[src/rtl/wrr_arbiter_if.sv]
// Request/grant bundle between requesters (master) and the weighted round-robin arbiter (slave).
interface wrr_arbiter_if #(
    parameter int WIDTH = 4,
    parameter int CW    = 4
);
    logic [WIDTH-1:0]         req;
    logic [WIDTH*CW-1:0]      weight;
    logic [WIDTH-1:0]         grant;
    logic [$clog2(WIDTH)-1:0] owner;
    logic                     busy;

    modport master (
        output req,
        output weight,
        input  grant,
        input  owner,
        input  busy
    );

    modport slave (
        input  req,
        input  weight,
        output grant,
        output owner,
        output busy
    );
endinterface

[src/rtl/wrr_arbiter.sv]
// Weighted round-robin arbiter: one-hot base pointer, per-tenure credit loaded from weight.
// Optional macro WRR_LOCK_EN adds a lock input that freezes credit during a tenure.
module wrr_arbiter #(
    parameter int WIDTH = 4,
    parameter int CW    = 4
) (
    input  logic clk,
    input  logic reset,
`ifdef WRR_LOCK_EN
    input  logic lock,
`endif
    wrr_arbiter_if.slave bus
);
    localparam int IW = $clog2(WIDTH);

    typedef enum logic {IDLE, OWN} state_t;

    state_t           state;
    logic [WIDTH-1:0] base;
    logic [CW-1:0]    credit;

    logic [WIDTH-1:0] arb_base;
    logic             win_found;
    logic [IW-1:0]    win_idx;
    logic [CW-1:0]    win_weight;
    logic [CW-1:0]    load_credit;
    logic             hold;
    logic             tenure_end;

`ifdef WRR_LOCK_EN
    assign hold = lock;
`else
    assign hold = 1'b0;
`endif

    // At tenure end the scan starts just above the owner, which leaves the old
    // owner last in scan order: it wins only when nobody else is asking.
    // NOTE: every always_comb output gets a default first so no path can infer a latch.
    always_comb begin
        int base_idx;
        int j;
        arb_base  = (state == OWN) ? {bus.grant[WIDTH-2:0], bus.grant[WIDTH-1]} : base;
        base_idx  = 0;
        win_found = 1'b0;
        win_idx   = '0;
        for (int i = 0; i < WIDTH; i++) begin
            if (arb_base[i]) base_idx = i;
        end
        for (int i = 0; i < WIDTH; i++) begin
            j = base_idx + i;
            if (j >= WIDTH) j = j - WIDTH;
            if (!win_found && bus.req[j]) begin
                win_found = 1'b1;
                win_idx   = IW'(j);
            end
        end
    end

    assign win_weight  = bus.weight[win_idx*CW +: CW];
    assign load_credit = (win_weight == '0) ? CW'(1) : win_weight;
    assign tenure_end  = !bus.req[bus.owner] || (!hold && credit == CW'(1));
    assign bus.busy    = |bus.grant;

    // NOTE: state is updated with non-blocking assignments so every register samples pre-edge values.
    always_ff @(posedge clk) begin
        if (reset) begin
            state     <= IDLE;
            base      <= WIDTH'(1);
            credit    <= '0;
            bus.grant <= '0;
            bus.owner <= '0;
        end else begin
            case (state)
                IDLE: begin
                    if (win_found) begin
                        state     <= OWN;
                        bus.grant <= WIDTH'(1) << win_idx;
                        bus.owner <= win_idx;
                        credit    <= load_credit;
                    end
                end
                OWN: begin
                    if (tenure_end) begin
                        base <= arb_base;
                        if (win_found) begin
                            bus.grant <= WIDTH'(1) << win_idx;
                            bus.owner <= win_idx;
                            credit    <= load_credit;
                        end else begin
                            state     <= IDLE;
                            bus.grant <= '0;
                            bus.owner <= '0;
                            credit    <= '0;
                        end
                    end else if (!hold) begin
                        credit <= credit - CW'(1);
                    end
                end
                default: state <= IDLE;
            endcase
        end
    end
endmodule

[src/flat_wrapper.sv]
// flat-port wrapper written by rule: the top's interface ports become plain ports
module wrr_arbiter_flat 
#(
    parameter int WIDTH = 4,
    parameter int CW    = 4
)
  (clk, reset, bus_req, bus_weight, bus_grant, bus_owner, bus_busy);
  wrr_arbiter_if #(.WIDTH(WIDTH), .CW(CW)) bus_i ();
  input  logic clk;
  input  logic reset;
  input wire logic [$bits(bus_i.req)-1:0] bus_req;
  input wire logic [$bits(bus_i.weight)-1:0] bus_weight;
  output wire logic [$bits(bus_i.grant)-1:0] bus_grant;
  output wire logic [$bits(bus_i.owner)-1:0] bus_owner;
  output wire logic [$bits(bus_i.busy)-1:0] bus_busy;
  assign bus_i.req = bus_req;
  assign bus_i.weight = bus_weight;
  assign bus_grant = bus_i.grant;
  assign bus_owner = bus_i.owner;
  assign bus_busy = bus_i.busy;
  wrr_arbiter #(.WIDTH(WIDTH), .CW(CW)) u_core (.clk(clk), .reset(reset), .bus(bus_i));
endmodule
[config.mk]
export PLATFORM = sky130hd
export DESIGN_NAME = wrr_arbiter_flat
export DESIGN_NICKNAME = d
export VERILOG_FILES = /design/src/rtl/wrr_arbiter_if.sv /design/src/rtl/wrr_arbiter.sv /design/src/flat_wrapper.sv
export SDC_FILE = /design/constraint.sdc
export NUM_CORES = 1
export LEC_CHECK = 0
export CORE_MARGIN = 5
export CORE_UTILIZATION = 45
export CTS_CLUSTER_DIAMETER = 30
export DETAILED_ROUTE_END_ITERATION = 10
export PLACE_DENSITY = 0.75
export REMOVE_ABC_BUFFERS = 1
export SYNTH_ARGS = -nofsm -noshare
export SYNTH_HDL_FRONTEND = slang
export SYNTH_SLANG_ARGS = --single-unit
[constraint.sdc]
create_clock -name clk -period 2.6 [get_ports clk]
set_input_delay 0.39 -clock clk [delete_from_list [all_inputs] [get_ports clk]]
set_output_delay 0.39 -clock clk [all_outputs]
set_load 0.01 [all_outputs]
==> run_results.csv, run 1 <==
group,metric,value,unit
detailed_routing,viasPerCell,5.86,
floorplanning,fp.dieH,64.0,um
setup_path,arrival,2.91,ns
clock_network,cts_sinks,14,
clock_network,cts.clk_slew.worst_paths,0.09,ns
floorplanning,start_util,0.471,
clock_network,clock_latency,0.29,ns
finish,num_antenna_cells,0,
setup_path,path_cells,"or2b_1 > a22o_4 > mux4_2 > a31oi_1 > o21ai_2 > o21ai_1 > mux2i_1 > or4b_1 > a31oi_1",
power_and_ir_drop,p_leak,0.770,nW
setup_path,worstSetupStartpointType,"flop",
detailed_routing,first_pass_iters,4,
grt,grt-ovfl-total,0,
clock_network,cts_buffers,3,
timing,slew_violations,0,
floorplanning,core.rowCount,19,
place,io_buffers,28,
timing,worst_pin_slew,0.530,ns
synth,async_reset_ff_frac,0,
finish,fin_util,0.706,
finish,nets,252,
setup_path,critPathCaptureType,"flop",
synth,ys_dominant_reg_cell,"dfxtp_1",
place,dp.cells,252,
synth,syn-instance-count,163,
grt,grt_max_degree,15,
clock_network,tritoncts,"done",
grt,grt_pass1_wl,6.58,mm
timing,hold_viol_final,0,
grt,grt_antenna_before_repair,0,
floorplanning,io_pins,29,
place,pre_cts_slack,-0.354,ns
synth,avgSynthCellArea,8.04,um2
floorplanning,dieWidth,64.0,um
power_and_ir_drop,p_per_area,665,mW/mm2
detailed_routing,drt_iter0_markers,101,
synth,yosysUniqueCellTypes,50,
place,place_area,0.00183,mm2
worst_hold_path,hold_class,"flop to flop",
place,dpl.hpwl,3.09,mm
worst_hold_path,hold_start,"u_core.bus.grant[0]$_SDFFE_PP0P_",
synth,synth_top_area_frac,0.214,
synth,synth_top_cell_by_area,"dfxtp_1",
timing,final.period_utilization,1.04,
grt,gr-usage-all-layers,0.191,
setup_path,cp.required,2.80,ns
detailed_routing,num_vias,1512,
synth,yosysWarnings,0,
detailed_routing,antenna_left,0,
floorplanning,core_region_area,0.00278,mm2
setup_path,worstSetupStartpoint,"u_core.bus.grant[0]$_SDFFE_PP0P_",
worst_hold_path,hold_depth,2,
finish,stdcell_count,258,
finish,design_area,0.00196,mm2
setup_path,reg2reg_slack,-0.10,ns
clock_network,htree_levels,1,
timing,min_period,2.70,ns
timing,setup_slack,-0.103,ns
synth,ys_top_cells_by_area,"dfxtp_1 (21%), nor2_1 (7.7%), mux4_2 (5.2%), o21ai_0 (4.6%), a22oi_1 (4.0%)",
power_and_ir_drop,total_power,0.00131,W
setup_path,crit_type,"flop to flop",
setup_path,critPathMaxStageDelay,0.50,ns
finish,fillCellCount,236,
floorplanning,dieArea,0.00409,mm2
finish,final_layout_size_suffix_gt1_frac,0.335,
timing,setup_viol,1,
clock_network,clock-root-buffer,"clkbuf_4",
outcome,violations,"negative setup slack",
clock_network,clockBufferDepth,2,
setup_path,cp_max_fo,4,
worst_hold_path,hold_end,"u_core.bus.grant[0]$_SDFFE_PP0P_",
synth,seq_area_frac_synth,0.214,
power_and_ir_drop,ir_worst_vdd,0.729,mV
setup_path,worst_r2r_path_depth,9,
timing,skew,0.00197,ns
synth,syn_area,0.00131,mm2
timing,fmax,370,MHz
timing,slew_headroom,0.646,
finish,multi_input_area,0.00101,mm2
synth,synth_edf_count,0,
setup_path,slowest_stage,"or4b_1",
setup_path,worst_r2r_endpoint,"u_core.credit[0]$_SDFFE_PP0P_",
detailed_routing,drc,0,
job,cap_violations,0,
finish,syn_to_final_growth,49.9,%
timing,grt_setup_unrepaired,"yes",
detailed_routing,wl,3.97,mm
synth,ys_ff_latch,14,
finish,regArea,285,um2
place,routabilityCongestion,0.877,
grt,grt_pass1_vias,1539,
setup_path,r2r_start,"u_core.bus.grant[0]$_SDFFE_PP0P_",
detailed_routing,routedWlPerCell,15.4,um
setup_path,cpMostUsedCell,"a31oi_1",
outcome,status,"complete, but fails checks",
## cell usage in the layout (no fill, tap or decap), types with 3 or more instances in the layout
cell type / count
a22oi_1: 6
mux4_2: 3
o21ai_0: 10
clkdlybuf4s50_1: 28
clkbuf_4: 3
mux2i_1: 5
nor2_1: 25
o21ai_1: 8
o32a_1: 3
a31oi_1: 4
dfxtp_1: 10
nand2_1: 14
a21oi_1: 7
buf_4: 40
inv_1: 3
dfxtp_2: 4
o22ai_1: 3
## critical path: cells and delay by family, from the launching register on
family | cells | cell delay (ns)
AOI/OAI and AO/OA | 5 | 0.90
muxes | 2 | 0.59
DFF | 1 | 0.35
and+or+nand+nor | 2 | 0.77
## where the power goes
group          internal, W  switching (W)  total [W]
Clock            0.0000853      0.0000787   0.000164
Combinational     0.000445       0.000395   0.000840
Sequential        0.000259      0.0000426   0.000302
Total             0.000790       0.000516    0.00131
## worst max path at each step
stage,end,slack (ns),cells after the start
floorplan,u_core.credit[0]$_SDFFE_PP0P_,-0.16,9
CTS,u_core.credit[0]$_SDFFE_PP0P_,-0.09,9
global route,u_core.credit[0]$_SDFFE_PP0P_,-0.22,9
global placement,u_core.credit[0]$_SDFFE_PP0P_,-0.30,9
finish,u_core.credit[0]$_SDFFE_PP0P_,-0.10,9
detailed placement,u_core.credit[0]$_SDFFE_PP0P_,-0.35,9
## Yosys cell counts (2+ instances only)
library cell and number:
nor2_1 27, dfxtp_1 14, nand2_1 14, o21ai_0 12, o21ai_1 8, a21oi_1 7
a22oi_1 7, a31oi_1 5, mux2i_1 5, clkbuf_8 3, inv_1 3, mux4_2 3
nor3_1 3, nor3b_1 3, o22ai_1 3, o32a_1 3, a21boi_0 2, a221oi_1 2
and2_1 2, buf_6 2, ha_1 2, mux2_1 2, nand2b_1 2, o21a_2 2
or2b_1 2
## per-stage QoR
stage               TNS [ns]  hold WS [ns]
finish                -0.103         0.524
global route          -0.271         0.560
CTS                  -0.0895         0.524
detailed placement    -0.885         0.518
global placement      -0.613         0.501
floorplan             -0.164         0.459
## cell families (layout without fill, tap and decap cells)
group / Yosys count / count (layout) / share of synthesized area
mux: 10 / 10 / 0.107
compound gates: 64 / 64 / 0.361
simple gates: 61 / 61 / 0.223
fa+ha+maj: 2 / 2 / 0.0191
buf+inv: 12 / 76 / 0.0755
flops: 14 / 14 / 0.214
## sequential cells by signal, indices dropped and copies added, names as in the netlist
register / cells
u_core.state: 1
u_core.base: 3
u_core.credit: 4
u_core.bus.owner: 2
u_core.bus.grant: 4
## routing by layer
| layer | vias to the layer above | track usage | share of wire |
|---|---|---|---|
| met4 | 0 | 0.0156 | 0 |
| met5 | - | 0 | 0 |
| li1 | 748 | - | - |
| met2 | 39 | 0.361 | 0.52 |
| met3 | 0 | 0.0420 | 0.048 |
| met1 | 725 | 0.227 | 0.43 |
## repair_timing
action,CTS,global route
setup buffers,2,0
endpoints found under the setup margin,1,4
resized for setup,12,11
pin swaps,7,6
hold buffers,0,0
## layout make-up
cell class | instances | area share
repair buffers | 68 | 0.296
well taps | 31 | 0.0198
clock buffers | 4 | 0.0185
flip-flops and latches | 14 | 0.145
inverters | 4 | 0.00765
multi-input cells | 137 | 0.513
Power figures use the tool's default switching activity.
==> run 2: changes to the inputs <==
--- a/config.mk
+++ b/config.mk
@@ -9,8 +9,10 @@
 export CORE_UTILIZATION = 45
 export CTS_CLUSTER_DIAMETER = 30
 export DETAILED_ROUTE_END_ITERATION = 10
+export HOLD_SLACK_MARGIN = 0.05
 export PLACE_DENSITY = 0.75
 export REMOVE_ABC_BUFFERS = 1
+export SLEW_MARGIN = 20
 export SYNTH_ARGS = -nofsm -noshare
 export SYNTH_HDL_FRONTEND = slang
 export SYNTH_SLANG_ARGS = --single-unit
==> results of run 2 <==
The final DEF is identical to that of run 1; final timing and power are the same.
==> run 3: changes to the inputs <==
--- a/config.mk
+++ b/config.mk
@@ -5,6 +5,7 @@
 export SDC_FILE = /design/constraint.sdc
 export NUM_CORES = 1
 export LEC_CHECK = 0
+export CORE_ASPECT_RATIO = 1.4
 export CORE_MARGIN = 5
 export CORE_UTILIZATION = 45
 export CTS_CLUSTER_DIAMETER = 30
==> run 3 against run 2 <==
Effect of this change:
- the flow still finishes with violations (negative setup slack)
- total power increased by 7.7%
- hold slack got worse by 0.016 ns
- sequential share of layout area decreased by 0.53 points
- maximum frequency about the same
- clock power increased by 33%
- worst setup slack improved by 0.00099 ns
- cell area increased by 4.3%
- highest routed layer is now met4
==> run_results.csv, run 3 (synthesis gave the netlist of run 1 again) <==
group,metric,value,unit
timing,final.period_utilization,1.04,
setup_path,worstSetupStartpointType,"flop",
timing,setup_viol,1,
finish,syn_to_final_growth,56.3,%
timing,skew,0.000869,ns
grt,grt-ovfl-total,0,
setup_path,worst_r2r_path_depth,9,
power_and_ir_drop,ir_worst_vdd,0.421,mV
job,cap_violations,0,
floorplanning,dieArea,0.00411,mm2
floorplanning,start_util,0.460,
floorplanning,core_region_area,0.00285,mm2
detailed_routing,viasPerCell,5.91,
grt,grt_antenna_before_repair,0,
clock_network,cts_sinks,14,
place,dpl.hpwl,3.46,mm
detailed_routing,drt_iter0_markers,61,
grt,grt_pass1_wl,7.04,mm
timing,setup_slack,-0.102,ns
detailed_routing,wl,4.55,mm
finish,top_regs,"u_core.bus.grant (4), u_core.credit (4), u_core.base (3)",
setup_path,path_delay_family,"compound AO/OA/AOI/OAI gates",
timing,tns,-0.102,ns
timing,fmax,370,MHz
timing,min_period,2.70,ns
worst_hold_path,hold_depth,2,
power_and_ir_drop,p_leak,0.815,nW
clock_network,clock-root-buffer,"clkbuf_8",
clock_network,htree_levels,1,
timing,hold_viol_final,0,
floorplanning,io_pins,29,
grt,grt_max_degree,15,
finish,final_layout_size_suffix_gt1_frac,0.366,
detailed_routing,num_vias,1590,
setup_path,critPathMaxStageDelay,0.55,ns
worst_hold_path,hold_start,"u_core.base[1]$_SDFFE_PP0P_",
finish,stdcell_count,269,
place,routabilityCongestion,0.882,
grt,gr-usage-all-layers,0.218,
setup_path,r2r_start,"u_core.bus.grant[1]$_SDFFE_PP0P_",
timing,worst_pin_slew,0.506,ns
floorplanning,fp.dieH,73.8,um
detailed_routing,drc,0,
setup_path,cp_num_buf_inv,0,
worst_hold_path,hold_end,"u_core.base[1]$_SDFFE_PP0P_",
outcome,status,"complete, but fails checks",
clock_network,cts_buffers,3,
detailed_routing,antenna_left,0,
clock_network,tritoncts,"done",
finish,num_antenna_cells,0,
setup_path,worst_r2r_endpoint,"u_core.credit[0]$_SDFFE_PP0P_",
setup_path,path_cells,"or2b_1 > a22o_4 > mux4_2 > a31oi_4 > o21ai_2 > o21ai_1 > mux2i_1 > or4b_1 > a31oi_1",
clock_network,cts.clk_slew.worst_paths,0.06,ns
setup_path,critPathCaptureType,"flop",
finish,fillCellCount,216,
setup_path,slowest_stage,"or4b_1",
setup_path,crit_type,"flop to flop",
timing,slew_headroom,0.662,
power_and_ir_drop,p_per_area,687,mW/mm2
setup_path,reg2reg_slack,-0.10,ns
place,dp.cells,261,
timing,holdWs,0.508,ns
finish,layout_commonest_cell,"buf_4",
setup_path,cp.required,2.77,ns
outcome,violations,"negative setup slack",
setup_path,cp_max_fo,4,
detailed_routing,routedWlPerCell,16.9,um
finish,final_cell_mix,"buf_4 (45), clkdlybuf4s50_1 (27), nor2_1 (24)",
grt,grt_pass1_vias,1575,
timing,grt_setup_unrepaired,"yes",
timing,slew_violations,0,
setup_path,arrival,2.88,ns
detailed_routing,first_pass_iters,4,
floorplanning,core.rowCount,23,
floorplanning,dieWidth,55.6,um
worst_hold_path,hold_class,"flop to flop",
finish,nets,257,
clock_network,clock_latency,0.25,ns
clock_network,clockBufferDepth,2,
place,io_buffers,28,
-- run 3: worst min-delay path, delay by kind of cell, from the launching register on --
family	cells	cell delay [ns]
mux	1	0.06
flops	1	0.33
simple gates	1	0.08
-- run 3: worst max path at each step --
stage / from / end / slack, ns / cells past startpoint
final: u_core.bus.grant[1]$_SDFFE_PP0P_ / u_core.credit[0]$_SDFFE_PP0P_ / -0.10 / 9
after global routing: u_core.bus.grant[1]$_SDFFE_PP0P_ / u_core.credit[0]$_SDFFE_PP0P_ / -0.21 / 9
after CTS: u_core.bus.grant[1]$_SDFFE_PP0P_ / u_core.credit[0]$_SDFFE_PP0P_ / -0.1 / 9
after detailed placement: bus_req[2] / u_core.credit[0]$_SDFFE_PP0P_ / -0.36 / 10
after global placement: bus_req[2] / u_core.credit[0]$_SDFFE_PP0P_ / -0.35 / 11
after floorplan: u_core.state$_SDFF_PP0_ / u_core.credit[0]$_SDFFE_PP0P_ / -0.16 / 9
-- run 3: timing repair --
action,4_1_cts,5_1_grt
pin swaps,7,6
setup endpoints to repair,3,6
resized for setup,12,18
buffers inserted,4,1
hold buffers,0,0
-- run 3: routing by layer --
metal  vias up  share of wire  global-route usage
li1        755              -                   -
met1       755           0.39               0.225
met2        65           0.54               0.417
met3        15          0.036              0.0264
met4         0          0.036               0.130
met5         -              0                   0
-- run 3: area by class of cell --
cell class	count	area [um2]	share of cell area
timing repair buffer	73	621	0.303
sequential	14	287	0.140
multi-input combinational	137	1020	0.500
clock buffer	4	55.1	0.0269
tap	37	46.3	0.0226
inverter	4	15.0	0.00733
-- run 3: through the flow --
stage / setup WS (ns) / instance area, um2 / total power, W / util
floorplan: -0.164 / 1230 / 0.000724 / -
global placement: -0.347 / 1860 / 0.00107 / 0.653
detailed placement: -0.355 / 1860 / 0.00109 / 0.653
CTS: -0.0996 / 1970 / 0.00134 / 0.693
global route: -0.211 / 2050 / 0.00149 / 0.718
finish: -0.102 / 2050 / 0.00141 / 0.718
-- run 3: report_power, final --
part / switching [W] / internal (W) / leakage (nW)
sequential: 0.0000439 / 0.000259 / 0.117
clock: 0.0000835 / 0.000134 / 0.0288
combinational: 0.000417 / 0.000469 / 0.669
